## src/rtl/ms_sr_bank_sched.sv

```systemverilog
// ms_sr_bank_sched: round-robin sequencer for a bank of master-slave SR flip-flops.
// Grants one set/clear/toggle request at a time. It drives a single S or R bit and the
// bank clock through a setup/capture/transfer sequence, then pulses ack to the requester.
// Ports:
//   clk, rst  system clock, synchronous active-high reset
//   req       per-requester request, held until ack
//   op        2 bits per requester: 00 clear, 01 set, 10 toggle, 11 reserved
//   idx       IW bits per requester: target flip-flop index
//   q_in      current bank outputs, sampled at grant for toggle
//   s_out     S inputs to the bank (registered)
//   r_out     R inputs to the bank (registered)
//   ff_clk    bank clock, high only in CAPTURE (registered)
//   ack       one-cycle completion pulse to the granted requester (registered)
//   err       one-cycle pulse with ack when the request was rejected (registered)
//   busy      high outside IDLE (registered)
//   grant_id  current or last granted requester (registered)
module ms_sr_bank_sched #(
  parameter int unsigned N_REQ = 4,
  parameter int unsigned WIDTH = 8,
  parameter int unsigned HOLD  = 2,
  localparam int unsigned IW   = $clog2(WIDTH),
  localparam int unsigned GW   = $clog2(N_REQ)
) (
  input  logic                  clk,
  input  logic                  rst,
  input  logic [N_REQ-1:0]      req,
  input  logic [2*N_REQ-1:0]    op,
  input  logic [IW*N_REQ-1:0]   idx,
  input  logic [WIDTH-1:0]      q_in,
  output logic [WIDTH-1:0]      s_out,
  output logic [WIDTH-1:0]      r_out,
  output logic                  ff_clk,
  output logic [N_REQ-1:0]      ack,
  output logic                  err,
  output logic                  busy,
  output logic [GW-1:0]         grant_id
);

  localparam int unsigned CW = (HOLD > 1) ? $clog2(HOLD) : 1;

  localparam logic [1:0] OP_CLR = 2'b00;
  localparam logic [1:0] OP_SET = 2'b01;
  localparam logic [1:0] OP_TGL = 2'b10;
  localparam logic [1:0] OP_RSV = 2'b11;

  typedef enum logic [2:0] {
    ST_IDLE     = 3'd0,
    ST_SETUP    = 3'd1,
    ST_CAPTURE  = 3'd2,
    ST_TRANSFER = 3'd3,
    ST_DONE     = 3'd4
  } state_e;

  state_e          state_q, state_d;
  logic [CW-1:0]   cnt_q, cnt_d;
  logic [GW-1:0]   ptr_q, ptr_d;
  logic [GW-1:0]   grant_q, grant_d;
  logic [1:0]      op_q, op_d;
  logic [IW-1:0]   idx_q, idx_d;
  logic            tq_q, tq_d;
  logic            rej_q, rej_d;
  logic [WIDTH-1:0] s_q, s_d;
  logic [WIDTH-1:0] r_q, r_d;
  logic            ffc_q, ffc_d;
  logic [N_REQ-1:0] ack_q, ack_d;
  logic            err_q, err_d;
  logic            busy_q, busy_d;

  // Arbitration candidates for the IDLE grant
  logic            found;
  logic [GW-1:0]   sel;
  logic [1:0]      sel_op;
  logic [IW-1:0]   sel_idx;
  logic            sel_tq;
  logic            sel_rej;
  logic            act_r;
  logic            drive;
  logic [WIDTH-1:0] mask;

  // Round-robin pick: first pending requester at or after the pointer
  always_comb begin
    found   = 1'b0;
    sel     = '0;
    sel_op  = OP_CLR;
    sel_idx = '0;
    for (int unsigned k = 0; k < N_REQ; k++) begin
      int unsigned c;
      c = (32'(ptr_q) + k) % N_REQ;
      if (!found && req[c]) begin
        found   = 1'b1;
        sel     = GW'(c);
        sel_op  = op[2*c +: 2];
        sel_idx = idx[IW*c +: IW];
      end
    end
    sel_tq = 1'b0;
    for (int unsigned i = 0; i < WIDTH; i++) begin
      if (sel_idx == IW'(i)) sel_tq = q_in[i];
    end
    sel_rej = (sel_op == OP_RSV) || (32'(sel_idx) >= WIDTH);
  end

  // Next-state and next-output logic
  always_comb begin
    state_d = state_q;
    cnt_d   = cnt_q;
    ptr_d   = ptr_q;
    grant_d = grant_q;
    op_d    = op_q;
    idx_d   = idx_q;
    tq_d    = tq_q;
    rej_d   = rej_q;

    unique case (state_q)
      ST_IDLE: begin
        if (found) begin
          grant_d = sel;
          op_d    = sel_op;
          idx_d   = sel_idx;
          tq_d    = sel_tq;
          rej_d   = sel_rej;
          state_d = sel_rej ? ST_DONE : ST_SETUP;
        end
      end
      ST_SETUP: begin
        state_d = ST_CAPTURE;
        cnt_d   = CW'(HOLD - 1);
      end
      ST_CAPTURE: begin
        if (cnt_q == '0) state_d = ST_TRANSFER;
        else             cnt_d   = cnt_q - CW'(1);
      end
      ST_TRANSFER: state_d = ST_DONE;
      ST_DONE: begin
        state_d = ST_IDLE;
        ptr_d   = (grant_q == GW'(N_REQ - 1)) ? '0 : grant_q + GW'(1);
      end
      default: state_d = ST_IDLE;
    endcase

    // Toggle resolves to R when the bit was 1 at grant time, else S
    act_r = (op_d == OP_CLR) || ((op_d == OP_TGL) && tq_d);
    drive = (state_d == ST_SETUP) || (state_d == ST_CAPTURE) || (state_d == ST_TRANSFER);
    mask  = WIDTH'(1) << idx_d;

    s_d    = (drive && !act_r) ? mask : '0;
    r_d    = (drive &&  act_r) ? mask : '0;
    ffc_d  = (state_d == ST_CAPTURE);
    ack_d  = (state_d == ST_DONE) ? (N_REQ'(1) << grant_d) : '0;
    err_d  = (state_d == ST_DONE) && rej_d;
    busy_d = (state_d != ST_IDLE);
  end

  // State and output registers
  always_ff @(posedge clk) begin
    if (rst) begin
      state_q <= ST_IDLE;
      cnt_q   <= '0;
      ptr_q   <= '0;
      grant_q <= '0;
      op_q    <= '0;
      idx_q   <= '0;
      tq_q    <= 1'b0;
      rej_q   <= 1'b0;
      s_q     <= '0;
      r_q     <= '0;
      ffc_q   <= 1'b0;
      ack_q   <= '0;
      err_q   <= 1'b0;
      busy_q  <= 1'b0;
    end else begin
      state_q <= state_d;
      cnt_q   <= cnt_d;
      ptr_q   <= ptr_d;
      grant_q <= grant_d;
      op_q    <= op_d;
      idx_q   <= idx_d;
      tq_q    <= tq_d;
      rej_q   <= rej_d;
      s_q     <= s_d;
      r_q     <= r_d;
      ffc_q   <= ffc_d;
      ack_q   <= ack_d;
      err_q   <= err_d;
      busy_q  <= busy_d;
    end
  end

  assign s_out    = s_q;
  assign r_out    = r_q;
  assign ff_clk   = ffc_q;
  assign ack      = ack_q;
  assign err      = err_q;
  assign busy     = busy_q;
  assign grant_id = grant_q;

endmodule
```

## config.mk

```make
export PLATFORM = sky130hd
export DESIGN_NAME = ms_sr_bank_sched
export DESIGN_NICKNAME = d
export VERILOG_FILES = /design/src/rtl/ms_sr_bank_sched.sv
export SDC_FILE = /design/constraint.sdc
export NUM_CORES = 1
export LEC_CHECK = 0
export CAP_MARGIN = 20
export CORE_MARGIN = 2
export CORE_UTILIZATION = 45
export DETAILED_ROUTE_END_ITERATION = 16
export GPL_TIMING_DRIVEN = 1
export PLACE_DENSITY = 0.86
export SLEW_MARGIN = 20
export SYNTH_ARGS = -nofsm -noshare
export SYNTH_HDL_FRONTEND = slang
export SYNTH_SLANG_ARGS = --single-unit
```

## constraint.sdc

```tcl
create_clock -name clk -period 3.6 [get_ports clk]
set_clock_uncertainty 0.2 [all_clocks]
set_input_delay 0.72 -clock clk [delete_from_list [all_inputs] [get_ports clk]]
set_output_delay 0.72 -clock clk [all_outputs]
set_load 0.01 [all_outputs]
```

* Yosys cells after proc, flatten, opt, wreduce, memory -nomap -nowiden
Cells that the tools add are included.
Word-level totals: bits in registers 38, input bits 34, output and inout port bits 25, logic and storage cells 129
Cells by class: add/subtract/negate cells 5, multipliers 4, $lt $le $gt $ge 4, eq/ne operators 18, shifts and indexed selects 10, mux-type cells 49, bitwise logic cells 3, reductions and logical operators 22
Operators with widths (number):
- $shiftx A12 B5 Y3 | 4
- $shiftx A8 B4 Y2 | 4
- $mux W3 | 9
- $mux W2 | 13
- $mux W1 | 21
- $eq A3 B2 Y1 const B | 6
- $eq A3 B3 Y1 const B | 6
- $mul A2 B2 Y4 const A | 4
- $lt A2 B3 Y1 const B | 4
- $pmux W3 S4 | 1
- $eq A3 B1 Y1 const B | 3
- $bmux W1 S2 | 4
- $shl A1 B3 Y8 const A | 1
- $logic_and A1 B1 Y1 | 7
- $eq A2 B2 Y1 const B | 3
- $logic_not A3 Y1 | 2
- $reduce_or A2 Y1 | 3
- $add A2 B1 Y2 const B | 2
- $add A2 B2 Y2 const B | 2
- $logic_not A1 Y1 | 4
- $shl A1 B2 Y4 const A | 1
- $logic_or A1 B1 Y1 | 3
- $not A1 Y1 | 3
- $reduce_bool A3 Y1 | 1
- 4 further kinds | 4

* Longest topological paths before layout
Gate-level depths: netlist of the first run.
word-level depth 29, mapped depth 12, gate-level depth less buffers 8

* Worst setup path after synthesis of the first run
OpenSTA, ideal clock, no wires.
kind input port to flip-flop, from input port req[2], to register s_q[5] (netlist: s_out[5]), library setup time 0.114 ns, arrival 3.166 ns, required time 3.286 ns, path slack 0.120 ns, stages on the path 10, buffers on the path 2, cells stage by stage or3b_1 a2111o_1 a211o_1 and3_4 buf_6 nand2b_1 a22o_1 a311o_4 buf_6 and2b_1
On the way: word-level cells in the longest chain between the ends 29, elaborated cells between the ends (all ways) 66, classes of those cells eq/ne (12); shift (1); mux (37); bitwise (1); reduce/logical (15)
RTL lines:
- start, declared | line 26 | input logic [N_REQ-1:0] req,
- $bmux W1 S2 | line 89 | if (!found && req[c]) begin
- $mux W1 (implied by the code) | line 89
- $mux W1 | line 89
- $logic_not A1 Y1 | line 89
- $logic_and A1 B1 Y1 | line 89
- $mux W1 | line 89
- $logic_not A1 Y1 | line 89
- $logic_and A1 B1 Y1 | line 89
- (+13 left out)
- $mux W1 | line 116 | if (found) begin
- $mux W1 | line 114 | unique case (state_q)
- $logic_and A1 B1 Y1 | line 142 | act_r = (op_d == OP_CLR) || ((op_d == OP_TGL) && tq_d);
- $logic_or A1 B1 Y1 | line 142
- $logic_not A1 Y1 | line 146 | s_d = (drive && !act_r) ? mask : '0;
- $logic_and A1 B1 Y1 | line 146
- $not A1 Y1 (no source line)
- $reduce_or A2 Y1 (no source line)
- end signal, assigned | line 165 | s_q <= '0;
- end signal, assigned | line 180 | s_q <= s_d;
- end, declared | line 62 | logic [WIDTH-1:0] s_q, s_d;
Parallel ways exist; a longest one is shown, timed or not. The select of a mux whose other input is x is not followed. A chain may end at the register's enable or synchronous reset.

* Worst setup path after layout of the first run
from input port req[0], to register r_q[7] (netlist: r_out[7])
On the way: word-level cells in the longest chain between the ends 28, elaborated cells between the ends (all ways) 65, classes of those cells eq/ne (12); shift (1); mux (37); bitwise (1); reduce/logical (14)
RTL lines:
- $bmux W1 S2 | line 89
- $mux W1 (implied by the code) | line 89
- $mux W1 | line 89
- $logic_not A1 Y1 | line 89
- $logic_and A1 B1 Y1 | line 89
- $mux W1 | line 89
- $logic_not A1 Y1 | line 89
- $logic_and A1 B1 Y1 | line 89
- (+5 left out)
- $mux W1 (8 in series) | line 98 | if (sel_idx == IW'(i)) sel_tq = q_in[i];
- $mux W1 | line 116
- $mux W1 | line 114
- $logic_and A1 B1 Y1 | line 142
- $logic_or A1 B1 Y1 | line 142
- $logic_and A1 B1 Y1 | line 147 | r_d = (drive && act_r) ? mask : '0;
- $not A1 Y1 (no source line)
- $reduce_or A2 Y1 (no source line)
- end signal, assigned | line 181 | r_q <= r_d;
- end, declared | line 63 | logic [WIDTH-1:0] r_q, r_d;
Parallel ways exist; a longest one is shown, timed or not. The select of a mux whose other input is x is not followed.

==> impl_summary.txt, run 1 <==
----------------------------------------------------
[Place]
  Instance area after placement ... 0.00336 sq mm
  Detailed placer's ending HPWL ... ~5100 um
  Buffers on Ports ... just under 60
  Final GP Congestion ... 0.893
  Post-placement cell count ... 435

[Yosys]
  Flip-flop cell with the highest count after synthesis ... dfxtp_1
  Cell count after synthesis ... around 270
  Netlist area before placement ... between 0.002 and 0.0025 sq mm
  Mapped Nets ... 300
  Total of warnings raised by yosys ... 0
  Synthesized flop and latch total ... 38
  Number of flops mapped to enable cells by yosys ... 0
  Mean area per synthesized cell ... ~8.9 sq um
  Ys async rst share ... 0%
  Synth top area share ... 32.4%
  Leading area contributor after synthesis ... dfxtp_1
  Post-synth cell types ... 58
  Largest cells by area after synthesis ... dfxtp_1 32%, mux4_2 7.7%, nor2_1 5.0%
  Part of the Yosys area used for sequential elements ... 32.4%

[Timing]
  Hold Fails Final Rpt ... 0
  Total of endpoints with negative setup slack in the final report ... 0
  Number of max-slew violations in the final report ... 0
  Actual transition at the worst max-transition pin ... 715 ps
  Unrepaired setup endpoints after global routing ... false
  Time the final worst path needs with I/O delays and setup ... 3560 ps
  Period utilization ... between 90% and 100%
  Worst slew margin relative to its limit ... 52.3%
  Post-route setup TNS ... 0 ps
  Maximum achievable frequency ... approximately 280 MHz

[Clock tree]
  CTS tree ... yes
  Clock-pin transition on the worst setup and hold timing paths ... 70 ps
  Insertion delay of the later-clocked pin in the worst-skew pair ... around 290 ps
  CTS sink cnt ... 38
  Inserted Clock Buffers ... 5
  CTS H-tree lvls ... 2
  Maximum count of clock buffers along a single path ... 2
  Hold bufs inserted after CTS ... 0
  CTS Root Buffer Type ... clkbuf_8

[Die]
  Number of I/O pins ... 59
  Vertical extent of the die ... 76.3 um
  FP Rows ... 26
  Die area ... ~0.0058 sq mm
  Overall die width ... 76.3 um
  Initial core utilization ... 46.3%
  Core area ... 0.00507 sq mm

[Global route]
  Number of global-route vias before repair ... 2489
  Number of antenna violations at the first check in global routing ... 0
  Global-route wire length before repair ... 11600 um
  Maximum number of pins on one net before global-route repair ... 20
  Global router's overall resource usage ... 24.3%
  Remaining global-route overflow ... 0

[Detailed routing]
  Drt initial violations ... 184
  TritonRoute pass-1 iters ... 5
  # DRC ... 0
  DR WL/cell ... 15.8 um
  Vias/cell ... 5.77
  Remaining antenna violation count after routing ... 0
  Number of vias after detailed routing ... 2579
  Total detailed-routing wirelength ... roughly 7100 um

[Run]
  Max_cap viols ... 0

[Final layout]
  Layout area overhead ... 54.3%
  Share of final-layout standard cells stronger than drive strength 1 ... 27.1%
  Final non-filler cell area ... ~0.0036 sq mm
  Net count of the finished layout ... 411
  Diode count ... 0
  Non-filler cells in the finished layout ... between 400 and 500
  Commonest cells after routing, fill and taps aside ... 59 x buf_4, 55 x clkdlybuf4s50_1, 37 x dfxtp_1, 31 x nor2_1, 18 x a21oi_1
  Most common cell after layout, fill and taps aside ... buf_4

[Worst setup path]
  CP Class ... in2reg
  Largest fanout of any net on the critical path ... 14
  Kind of capture point of the worst setup path ... flop
  Category of the worst setup path launch point ... input port
  Critical R2R Launch ... ptr_q[1]
  Register-to-register setup slack ... 200 ps
  RR Endpoint ... r_out[7]
  Count of cells along the worst register-to-register path ... 8
  Endpoint arrival time on the critical path ... between 3000 and 4000 ps
  Required time at the endpoint of the critical path ... 3580 ps

[Run status]
  Run status ... complete, no violations

[Worst hold path]
  Hold Crit Depth ... 2
  Hold Crit Class ... reg2reg
  Endpoint, Worst Hold ... rej_q
  HP Start ... rej_q

[Power]
  Post-route total power ... 1710 uW
  Static leakage ... around 0.0014 uW
  Power per cell area ... between 400 and 500 mW/mm^2
  VDD IR max ... roughly 0.00032 V

----------------------------------------------------
how the worst max path moves through the flow:
stage                start       end  slack [ps]  depth (start not counted)
floorplan           req[2]  s_out[5]         120                         10
global placement    req[2]  s_out[6]        -390                         11
detailed placement  req[1]  s_out[4]        -380                         10
CTS                 req[0]  r_out[7]          10                          9
global route        req[0]  s_out[6]           2                         10
finish              req[0]  r_out[7]          40                          9
kinds of logic after synthesis:
family | Yosys count | synth area share [%]
AND/OR/NAND/NOR | 107 | 25.2
AO/OA/AOI/OAI | 76 | 23.9
flip-flops | 38 | 32.4
buffers and inverters | 23 | 4.90
multiplexers | 20 | 13.0
adder cells (fa/ha/maj) | 1 | 0.532
synth_stat cells, types with 3 or more instances:
library cell / number
nor4_1: 5
a211oi_1: 3
a22oi_1: 5
o21ai_0: 8
a222oi_1: 3
a22o_1: 3
dfxtp_1: 38
a211o_1: 4
o21a_1: 5
nand3b_1: 5
o211ai_1: 5
mux4_2: 8
and3b_1: 5
nor3_1: 5
nor3b_1: 6
inv_1: 7
buf_6: 3
nor2b_1: 9
nand3_1: 5
mux2i_1: 7
nand2b_1: 5
mux2_2: 5
clkbuf_1: 9
nor2_1: 31
and2_1: 4
a21oi_1: 20
nand2_1: 15
a31oi_1: 3
sequential cells by signal, indices dropped and copies added, names as in the netlist, 2 cells and up:
register,count
r_out,8
s_out,8
ack,4
idx_q,3
state_q,3
grant_id,2
op_q,2
ptr_q,2
final cells by class:
class	count	area (sq um)
fill	380	1450
inverter	7	26.3
tap	70	87.6
clock buffer	6	82.6
clock inverter	2	60.1
timing repair buffer	119	1040
sequential	38	762
multi-input combinational	205	1570
repair_timing:
item / 4_1_cts / 5_1_grt
buffers inserted: 3 / 0
resized for setup: 17 / 9
cloned: 1 / 0
setup endpoints to repair: 16 / 16
pin swaps: 9 / 7
critical path, stage by stage:
cell and delay, ps:
clkdlybuf4s50_1 410, buf_6 150, mux4_2 520, and2_4 170, or4_4 540, a211o_1 300
a2111oi_4 360, a311o_2 270, nor2_1 80
stage by stage:
step | setup WS [ps] | hold slack (ps) | utilization, %
6_report | 42.4 | 273 | 71.4
5_1_grt | 2.44 | 307 | 71.4
4_1_cts | 12.5 | 275 | 70.7
3_5_place_dp | -383 | 263 | 66.3
3_3_place_gp | -388 | 245 | 66.3
2_1_floorplan | 120 | 236 | -
report_power, final:
| part | switching, uW | total [uW] | internal (uW) |
|---|---|---|---|
| sequential | 42.8 | 526 | 483 |
| clock | 143 | 438 | 295 |
| combinational | 358 | 748 | 390 |
| total | 543 | 1710 | 1170 |
per-layer routing:
layer	share of wire, %	global-route usage [%]	vias up
met5	0	0	-
met4	2.1	7.09	0
met3	6.4	4.98	17
met2	49	42.7	108
met1	42	29.9	1220
li1	-	-	1234
Power figures use the tool's default switching activity.
==> run 2, diff against run 1 <==
Settings changed: HOLD_SLACK_MARGIN set to 0.08, TNS_END_PERCENT set to 100.
==> results of run 2 <==
No change in the layout: final DEF, timing and power equal those of run 1.
